$ cat config.mk
export PLATFORM = sky130hd
export DESIGN_NAME = seven_seg_scanner
export DESIGN_NICKNAME = d
export VERILOG_FILES = /design/src/rtl/seven_seg_pkg.sv /design/src/rtl/hex_to_7seg.sv /design/src/rtl/seven_seg_scanner.sv
export SDC_FILE = /design/constraint.sdc
export NUM_CORES = 1
export LEC_CHECK = 0
export ABC_AREA = 1
export BUFFER_PORTS_ARGS = -buffer_cell sky130_fd_sc_hd__buf_2
export CAP_MARGIN = 20
export CORE_MARGIN = 5
export CORE_UTILIZATION = 55
export CTS_BUF_LIST = sky130_fd_sc_hd__clkbuf_4
export DETAILED_ROUTE_END_ITERATION = 8
export GPL_TIMING_DRIVEN = 0
export PLACE_DENSITY_LB_ADDON = 0.25
export SLEW_MARGIN = 20
export SYNTH_ARGS = -nofsm -noshare
export SYNTH_HDL_FRONTEND = slang
export SYNTH_SLANG_ARGS = --single-unit
$ cat constraint.sdc
create_clock -name clk -period 3.2 [get_ports clk]
set_input_delay 0.16 -clock clk [delete_from_list [all_inputs] [get_ports clk]]
set_output_delay 0.16 -clock clk [all_outputs]
set_load 0.01 [all_outputs]
$ cat src/rtl/seven_seg_pkg.sv
// -----------------------------------------------------------------------------
// seven_seg_pkg
// Shared definitions for the seven-segment display blocks.
//   seg_t      : 7-bit active-low cathode vector {g,f,e,d,c,b,a}
//   SEG_BLANK  : all segments off
//   SEG_TABLE  : hex nibble -> active-low segment pattern (0-9, A, b, C, d, E, F)
//   idx_width  : ceil(log2(n)), never less than 1, for counters/indices
// -----------------------------------------------------------------------------
package seven_seg_pkg;

    typedef logic [6:0] seg_t;

    localparam seg_t SEG_BLANK = 7'h7F;

    localparam seg_t SEG_TABLE [16] = '{
        7'h40, 7'h79, 7'h24, 7'h30,   // 0 1 2 3
        7'h19, 7'h12, 7'h02, 7'h78,   // 4 5 6 7
        7'h00, 7'h10, 7'h08, 7'h03,   // 8 9 A b
        7'h46, 7'h21, 7'h06, 7'h0E    // C d E F
    };

    function automatic int idx_width(input int n);
        int w;
        w = 1;
        while ((32'sd1 << w) < n) begin
            w = w + 1;
        end
        return w;
    endfunction

endpackage

$ cat src/rtl/hex_to_7seg.sv
// -----------------------------------------------------------------------------
// hex_to_7seg
// Combinational 4-bit hex nibble to active-low seven-segment decoder.
// Ports:
//   nibble_i : hex digit to show
//   seg_o    : cathodes {g,f,e,d,c,b,a}, active low
// -----------------------------------------------------------------------------
module hex_to_7seg
    import seven_seg_pkg::*;
(
    input  logic [3:0] nibble_i,
    output seg_t       seg_o
);

    // Table lookup: every 4-bit value has an entry, so no fallback is needed.
    always_comb begin
        seg_o = SEG_TABLE[nibble_i];
    end

endmodule

$ cat src/rtl/seven_seg_scanner.sv
// -----------------------------------------------------------------------------
// seven_seg_scanner
// Time-multiplexes a packed hex value onto a common-anode multi-digit
// seven-segment display. An internal prescaler produces one tick every
// REFRESH_DIV+1 clocks; each tick drives the next digit. New values arrive on
// a valid/ready handshake into a one-entry pending slot and are moved into the
// displayed (shadow) copy only on the digit-0 tick, so a frame never tears.
//
// Parameters:
//   NUM_DIGITS  : digits scanned (2..8)
//   REFRESH_DIV : prescaler terminal count
// Ports:
//   clk, rst    : clock, synchronous active-high reset
//   upd_value   : packed hex digits, digit 0 in bits [3:0]
//   upd_dp      : decimal-point enables, bit i = digit i
//   upd_valid   : offer of upd_value/upd_dp
//   upd_ready   : pending slot empty
//   an          : anode selects, active low, one-cold
//   seg         : cathodes {g,f,e,d,c,b,a}, active low
//   dp          : decimal point cathode, active low
//   frame_done  : one-cycle pulse with the last digit's outputs
// Build option:
//   SEVEN_SEG_LEADING_ZERO_BLANK_EN : blank digits above the most significant
//   nonzero nibble (digit 0 always shown, dp still honoured).
// -----------------------------------------------------------------------------
module seven_seg_scanner
    import seven_seg_pkg::*;
#(
    parameter int NUM_DIGITS  = 4,
    parameter int REFRESH_DIV = 99999
) (
    input  logic                    clk,
    input  logic                    rst,
    input  logic [4*NUM_DIGITS-1:0] upd_value,
    input  logic [NUM_DIGITS-1:0]   upd_dp,
    input  logic                    upd_valid,
    output logic                    upd_ready,
    output logic [NUM_DIGITS-1:0]   an,
    output logic [6:0]              seg,
    output logic                    dp,
    output logic                    frame_done
);

    localparam int IDX_W = idx_width(NUM_DIGITS);
    localparam int CNT_W = idx_width(REFRESH_DIV + 1);

    localparam logic [CNT_W-1:0]      CNT_LAST = CNT_W'(REFRESH_DIV);
    localparam logic [IDX_W-1:0]      IDX_LAST = IDX_W'(NUM_DIGITS - 1);
    localparam logic [NUM_DIGITS-1:0] AN_ONE   = NUM_DIGITS'(1);

    // State
    logic [CNT_W-1:0]        cnt_q,        cnt_d;
    logic [IDX_W-1:0]        idx_q,        idx_d;
    logic [4*NUM_DIGITS-1:0] shadow_val_q, shadow_val_d;
    logic [NUM_DIGITS-1:0]   shadow_dp_q,  shadow_dp_d;
    logic [4*NUM_DIGITS-1:0] pend_val_q,   pend_val_d;
    logic [NUM_DIGITS-1:0]   pend_dp_q,    pend_dp_d;
    logic                    pend_full_q,  pend_full_d;
    logic [NUM_DIGITS-1:0]   an_q,         an_d;
    seg_t                    seg_q,        seg_d;
    logic                    dp_q,         dp_d;
    logic                    frame_done_q, frame_done_d;

    // Combinational helpers
    logic                    tick_s;
    logic                    commit_s;
    logic                    xfer_s;
    logic [4*NUM_DIGITS-1:0] disp_val_s;
    logic [NUM_DIGITS-1:0]   disp_dp_s;
    logic [3:0]              nibble_s;
    seg_t                    dec_seg_s;
    logic                    blank_s;

    assign tick_s    = (cnt_q == CNT_LAST);
    assign commit_s  = tick_s && (idx_q == '0) && pend_full_q;
    assign xfer_s    = upd_valid && !pend_full_q;
    assign upd_ready = !pend_full_q;

    // On a commit tick digit 0 is drawn straight from the pending slot so the
    // new frame starts on the very tick it is committed.
    always_comb begin
        disp_val_s = commit_s ? pend_val_q : shadow_val_q;
        disp_dp_s  = commit_s ? pend_dp_q  : shadow_dp_q;
        nibble_s   = disp_val_s[4*int'(idx_q) +: 4];
    end

    hex_to_7seg u_dec (
        .nibble_i (nibble_s),
        .seg_o    (dec_seg_s)
    );

`ifdef SEVEN_SEG_LEADING_ZERO_BLANK_EN
    logic [IDX_W-1:0] msd_s;

    // Position of the most significant nonzero nibble; 0 when the value is 0,
    // which keeps digit 0 visible.
    always_comb begin
        msd_s = '0;
        for (int i = 1; i < NUM_DIGITS; i++) begin
            if (disp_val_s[4*i +: 4] != 4'h0) begin
                msd_s = IDX_W'(i);
            end else begin
                msd_s = msd_s;
            end
        end
    end

    assign blank_s = (idx_q > msd_s);
`else
    assign blank_s = 1'b0;
`endif

    // Next-state for prescaler, scan index, handshake slot and display outputs.
    always_comb begin
        cnt_d        = cnt_q + CNT_W'(1);
        idx_d        = idx_q;
        shadow_val_d = shadow_val_q;
        shadow_dp_d  = shadow_dp_q;
        pend_val_d   = pend_val_q;
        pend_dp_d    = pend_dp_q;
        pend_full_d  = pend_full_q;
        an_d         = an_q;
        seg_d        = seg_q;
        dp_d         = dp_q;
        frame_done_d = 1'b0;

        if (tick_s) begin
            cnt_d        = '0;
            an_d         = ~(AN_ONE << idx_q);
            seg_d        = blank_s ? SEG_BLANK : dec_seg_s;
            dp_d         = ~disp_dp_s[idx_q];
            frame_done_d = (idx_q == IDX_LAST);
            if (idx_q == IDX_LAST) begin
                idx_d = '0;
            end else begin
                idx_d = idx_q + IDX_W'(1);
            end
        end else begin
            idx_d = idx_q;
        end

        // commit_s needs a full slot and xfer_s an empty one: never both.
        if (commit_s) begin
            shadow_val_d = pend_val_q;
            shadow_dp_d  = pend_dp_q;
            pend_full_d  = 1'b0;
        end else if (xfer_s) begin
            pend_val_d  = upd_value;
            pend_dp_d   = upd_dp;
            pend_full_d = 1'b1;
        end else begin
            pend_full_d = pend_full_q;
        end
    end

    // State register with synchronous reset; reset blanks the display.
    always_ff @(posedge clk) begin
        if (rst) begin
            cnt_q        <= '0;
            idx_q        <= '0;
            shadow_val_q <= '0;
            shadow_dp_q  <= '0;
            pend_val_q   <= '0;
            pend_dp_q    <= '0;
            pend_full_q  <= 1'b0;
            an_q         <= '1;
            seg_q        <= SEG_BLANK;
            dp_q         <= 1'b1;
            frame_done_q <= 1'b0;
        end else begin
            cnt_q        <= cnt_d;
            idx_q        <= idx_d;
            shadow_val_q <= shadow_val_d;
            shadow_dp_q  <= shadow_dp_d;
            pend_val_q   <= pend_val_d;
            pend_dp_q    <= pend_dp_d;
            pend_full_q  <= pend_full_d;
            an_q         <= an_d;
            seg_q        <= seg_d;
            dp_q         <= dp_d;
            frame_done_q <= frame_done_d;
        end
    end

    assign an         = an_q;
    assign seg        = seg_q;
    assign dp         = dp_q;
    assign frame_done = frame_done_q;

endmodule

==> reports/qor.log <==
[global_route] initial antenna violation count 0
[clock_tree] clock-pin slew reported for the worst setup and hold paths after clock tree synthesis 0.12 ns
[yosys] Async S/R FF share, synth 0%
[worst_hold_path] type of the most critical hold path in -> reg
[outcome] run status finished clean
[worst_setup_path] endpoint class of the critical path flop
[yosys] Synth top area share 40.1%
[layout] Final #Nets 585
[layout] share of post-route cells with drive strength above 1 20.9%
[layout] P&R area growth vs syn 16.7%
[global_route] global route overflow 0
[worst_setup_path] category of the worst setup path launch point flop
[yosys] complex-gate fraction of the synthesized area 10.7%
[timing] headroom to the max-slew limit 65.3%
[clock_tree] root buffer selected by CTS sky130_fd_sc_hd__clkbuf_4
[clock_tree] number of levels in the clock H-tree 3
[worst_hold_path] end of the worst hold path pend_val_q[1]$_SDFFE_PP0P_
[timing] Tcrit/Tclk final 89.5%
[clock_tree] TritonCTS clock tree done
[worst_setup_path] worst setup path class reg -> reg
[worst_setup_path] arrival time of data at the critical path endpoint 3.20 ns
[layout] ANT cells 0
[timing] final critical-path required period 2.86 ns
[timing] timing-limited maximum frequency 0.349 GHz
[yosys] Synth Area per Inst 7.47 um2
[timing] count of final max-slew check failures 0
[placement] HPWL after detailed placement 5.89 mm
[detailed_routing] remaining routing DRC violations 0
[global_route] maximum number of pins on one net before global-route repair 13
[detailed_routing] routed vias 3259
[detailed_routing] DR vias/cell 5.15
[yosys] number of enable flip-flop cells after synthesis 0
[floorplanning] starting utilization of the core area 57.1%
[layout] final-layout fill cell count 579
[yosys] top cells by area in the synthesized netlist sky130_fd_sc_hd__dfxtp_1, sky130_fd_sc_hd__nor2_1, sky130_fd_sc_hd__nand2_1
[floorplanning] Core Rows 29
[timing] clock skew after layout 0.0134 ns
[timing] accumulated negative setup slack 0 ns
[clock_tree] clock sinks 73
[worst_hold_path] hold path startpoint upd_value[1]
[worst_hold_path] worst hold path stage count 3
[yosys] adder-cell area share of the yosys netlist 3.78%
[yosys] xor/xnor share of the synthesized area 0.962%
[worst_setup_path] worst reg2reg path startpoint idx_q[0]$_SDFFE_PP0N_
[floorplanning] total I/O pin count 37
[global_route] combined global-route utilization of all metal layers 21.1%
[detailed_routing] 1st-pass router iterations 4
[placement] gpl congestion 0.899
[timing] crit path setup slack, layout 0.337 ns
[yosys] count of mapped cells out of synthesis 488
[pwr] leakage power 0.00180 uW
[detailed_routing] first-iteration detailed-routing DRC count 163
[yosys] library cells used by synthesis 40
[yosys] cell area after synthesis 3640 um2
[clock_tree] clock latency at the later pin of the worst-skew pair 0.44 ns
[layout] most common library cell in the layout ignoring fill and taps sky130_fd_sc_hd__dfxtp_1
[worst_setup_path] capturing point of the worst reg2reg path seg[0]$_SDFFE_PP1N_
[clock_tree] post-CTS setup buffers 0
[yosys] number of synthesized register bits 73
[detailed_routing] Routed Antenna Nets 0
[yosys] most frequently used flop master after synthesis sky130_fd_sc_hd__dfxtp_1
[yosys] cell type with the highest aggregate area in the netlist sky130_fd_sc_hd__dfxtp_1
[floorplanning] total core area 6390 um2
[clock_tree] number of CTS-inserted buffers 9
[worst_setup_path] data required time at the worst endpoint 3.54 ns
[detailed_routing] total wire length after detailed routing 8.25 mm
[floorplanning] die span in x 91.4 um
[detailed_routing] length of routed wiring on met1 3.66 mm
[detailed_routing] uppermost layer routed met4
[yosys] Syn Nets 522
[global_route] wire length of the first global-routing pass 14.4 mm
[detailed_routing] length of routed met3 wiring 508 um
[timing] setup repair after global routing missed its margin false
[layout] fin area 4250 um2
[timing] final hold violations 0
[layout] commonest cells after routing, fill and taps aside sky130_fd_sc_hd__dfxtp_1, sky130_fd_sc_hd__nor2_1, sky130_fd_sc_hd__nand2_1, sky130_fd_sc_hd__inv_1
[global_route] via count of the first global-routing pass 3193
[pwr] peak ir drop on the vdd network 0.303 mV
[yosys] proportion of synthesized area in mux cells 0%
[floorplanning] Die Y-Extent 91.4 um
[floorplanning] die area 8350 um2
[yosys] main combinational cell family by area after synthesis simple AND/OR/NAND/NOR gates
[pwr] power per cell area 404 nW/um2
[timing] Worst Hold Margin 0.00733 ns
[timing] final number of setup-violating endpoints 0
[yosys] total number of yosys warnings 0
[yosys] post-synthesis sequential area ratio 40.1%
[flow_run] total of max-cap violations 0
[clock_tree] worst-case clock buffer depth 2
[detailed_routing] Met2 Routed Length 3.91 mm
[worst_setup_path] Worst R2R Path Depth 18
[detailed_routing] wire per inst 13.0 um
[worst_setup_path] largest driver fanout on the critical path 11
[worst_setup_path] slack of the worst reg-to-reg path 0.34 ns
[timing] Worst Max-Slew Pin Slew 0.521 ns
[placement] setup slack after placement 0.0753 ns
[yosys] fraction of the mapped netlist area in simple logic gates 35.3%
[placement] Post-DP Area 3920 um2
[placement] count of port buffers added during placement 36
[Yosys cell counts (11+ instances only)]
cell	count
sky130_fd_sc_hd__nor2_1	72
sky130_fd_sc_hd__a21oi_1	33
sky130_fd_sc_hd__dfxtp_1	73
sky130_fd_sc_hd__nand4_1	16
sky130_fd_sc_hd__nand2_2	13
sky130_fd_sc_hd__o21ai_0	27
sky130_fd_sc_hd__ha_1	11
sky130_fd_sc_hd__clkbuf_1	11
sky130_fd_sc_hd__nand3_1	39
sky130_fd_sc_hd__nand3_2	12
sky130_fd_sc_hd__inv_1	51
sky130_fd_sc_hd__nand2_1	69
[kinds of logic (layout without fill, tap and decap cells)]
group,count (synthesis),count (layout)
DFF,73,73
and+or+nand+nor,250,250
adders and majority gates,11,11
AOI/OAI and AO/OA,73,73
xor gates and xnor gates,4,4
buffers and inverters,77,145
[state kept, by name, indices dropped and copies added (netlist names)]
register and cells:
idx_q 2, dp 1, shadow_val_q 16, pend_dp_q 4
pend_full_q 1, pend_val_q 16, an 4, cnt_q 17
seg 7, shadow_dp_q 4, frame_done 1
[worst max-delay path, cell delays in order (launching register included)]
cell,delay [ns]
sky130_fd_sc_hd__dfxtp_1,0.42
sky130_fd_sc_hd__inv_2,0.16
sky130_fd_sc_hd__clkbuf_4,0.24
sky130_fd_sc_hd__ha_1,0.16
sky130_fd_sc_hd__buf_2,0.24
sky130_fd_sc_hd__nand4_4,0.14
sky130_fd_sc_hd__buf_6,0.17
sky130_fd_sc_hd__or2_1,0.22
sky130_fd_sc_hd__nand3_1,0.09
sky130_fd_sc_hd__nand3_2,0.07
sky130_fd_sc_hd__nand2_2,0.15
sky130_fd_sc_hd__inv_1,0.10
sky130_fd_sc_hd__ha_1,0.22
sky130_fd_sc_hd__nand3_1,0.08
sky130_fd_sc_hd__nand2_1,0.05
sky130_fd_sc_hd__nand2_1,0.06
sky130_fd_sc_hd__inv_1,0.04
sky130_fd_sc_hd__nor2_1,0.10
sky130_fd_sc_hd__nor2_1,0.04
[cell type report]
class / instances / area, um2 / share of cell area, %
buffer: 20 / 110 / 2.59
clock inverter: 5 / 80.1 / 1.88
inverter: 57 / 230 / 5.42
sequential: 73 / 1460 / 34.4
multi-input combinational: 338 / 1850 / 43.5
timing repair buffer: 52 / 340 / 8.01
clock buffer: 11 / 82.6 / 1.94
tap: 77 / 96.3 / 2.27
[routing by layer]
metal  GRT usage (%)  vias up
li1                -     1705
met1            26.4     1461
met2            34.2       75
met3            4.96       18
met4            10.0        0
met5               0        -
[through the flow]
step	cells	total power, uW	utilization (%)
after floorplan	488	1020	-
after global placement	601	1050	61.4
after detailed placement	601	1060	61.4
after CTS	633	1730	66.4
after global routing	633	1790	66.6
final	633	1720	66.6
[worst max-delay path by stage]
stage          cells after the start  slack, ns                   from             endpoint
5_1_grt                           18       0.03  idx_q[0]$_SDFFE_PP0N_  seg[0]$_SDFFE_PP1N_
2_1_floorplan                     15       0.73  idx_q[0]$_SDFFE_PP0N_  seg[1]$_SDFFE_PP1N_
4_1_cts                           17       0.04  idx_q[0]$_SDFFE_PP0N_  seg[0]$_SDFFE_PP1N_
3_5_place_dp                      17       0.08  idx_q[0]$_SDFFE_PP0N_  seg[0]$_SDFFE_PP1N_
6_report                          18       0.34  idx_q[0]$_SDFFE_PP0N_  seg[0]$_SDFFE_PP1N_
3_3_place_gp                      17       0.15  idx_q[0]$_SDFFE_PP0N_  seg[0]$_SDFFE_PP1N_
[report_power, final]
part / internal, uW / switching, uW / leakage, uW
clock: 333 / 333 / 0.0000831
sequential: 934 / 10.3 / 0.000594
combinational: 43.6 / 64.4 / 0.00112
total: 1310 / 407 / 0.00180
[timing repair]
action | 4_1_cts | 5_1_grt
hold buffers | 16 | 0
endpoints found under the setup margin | 0 | 7
endpoints found under the hold margin | 16 | 0
gates resized for setup | 0 | 5
Power figures use the tool's default switching activity.
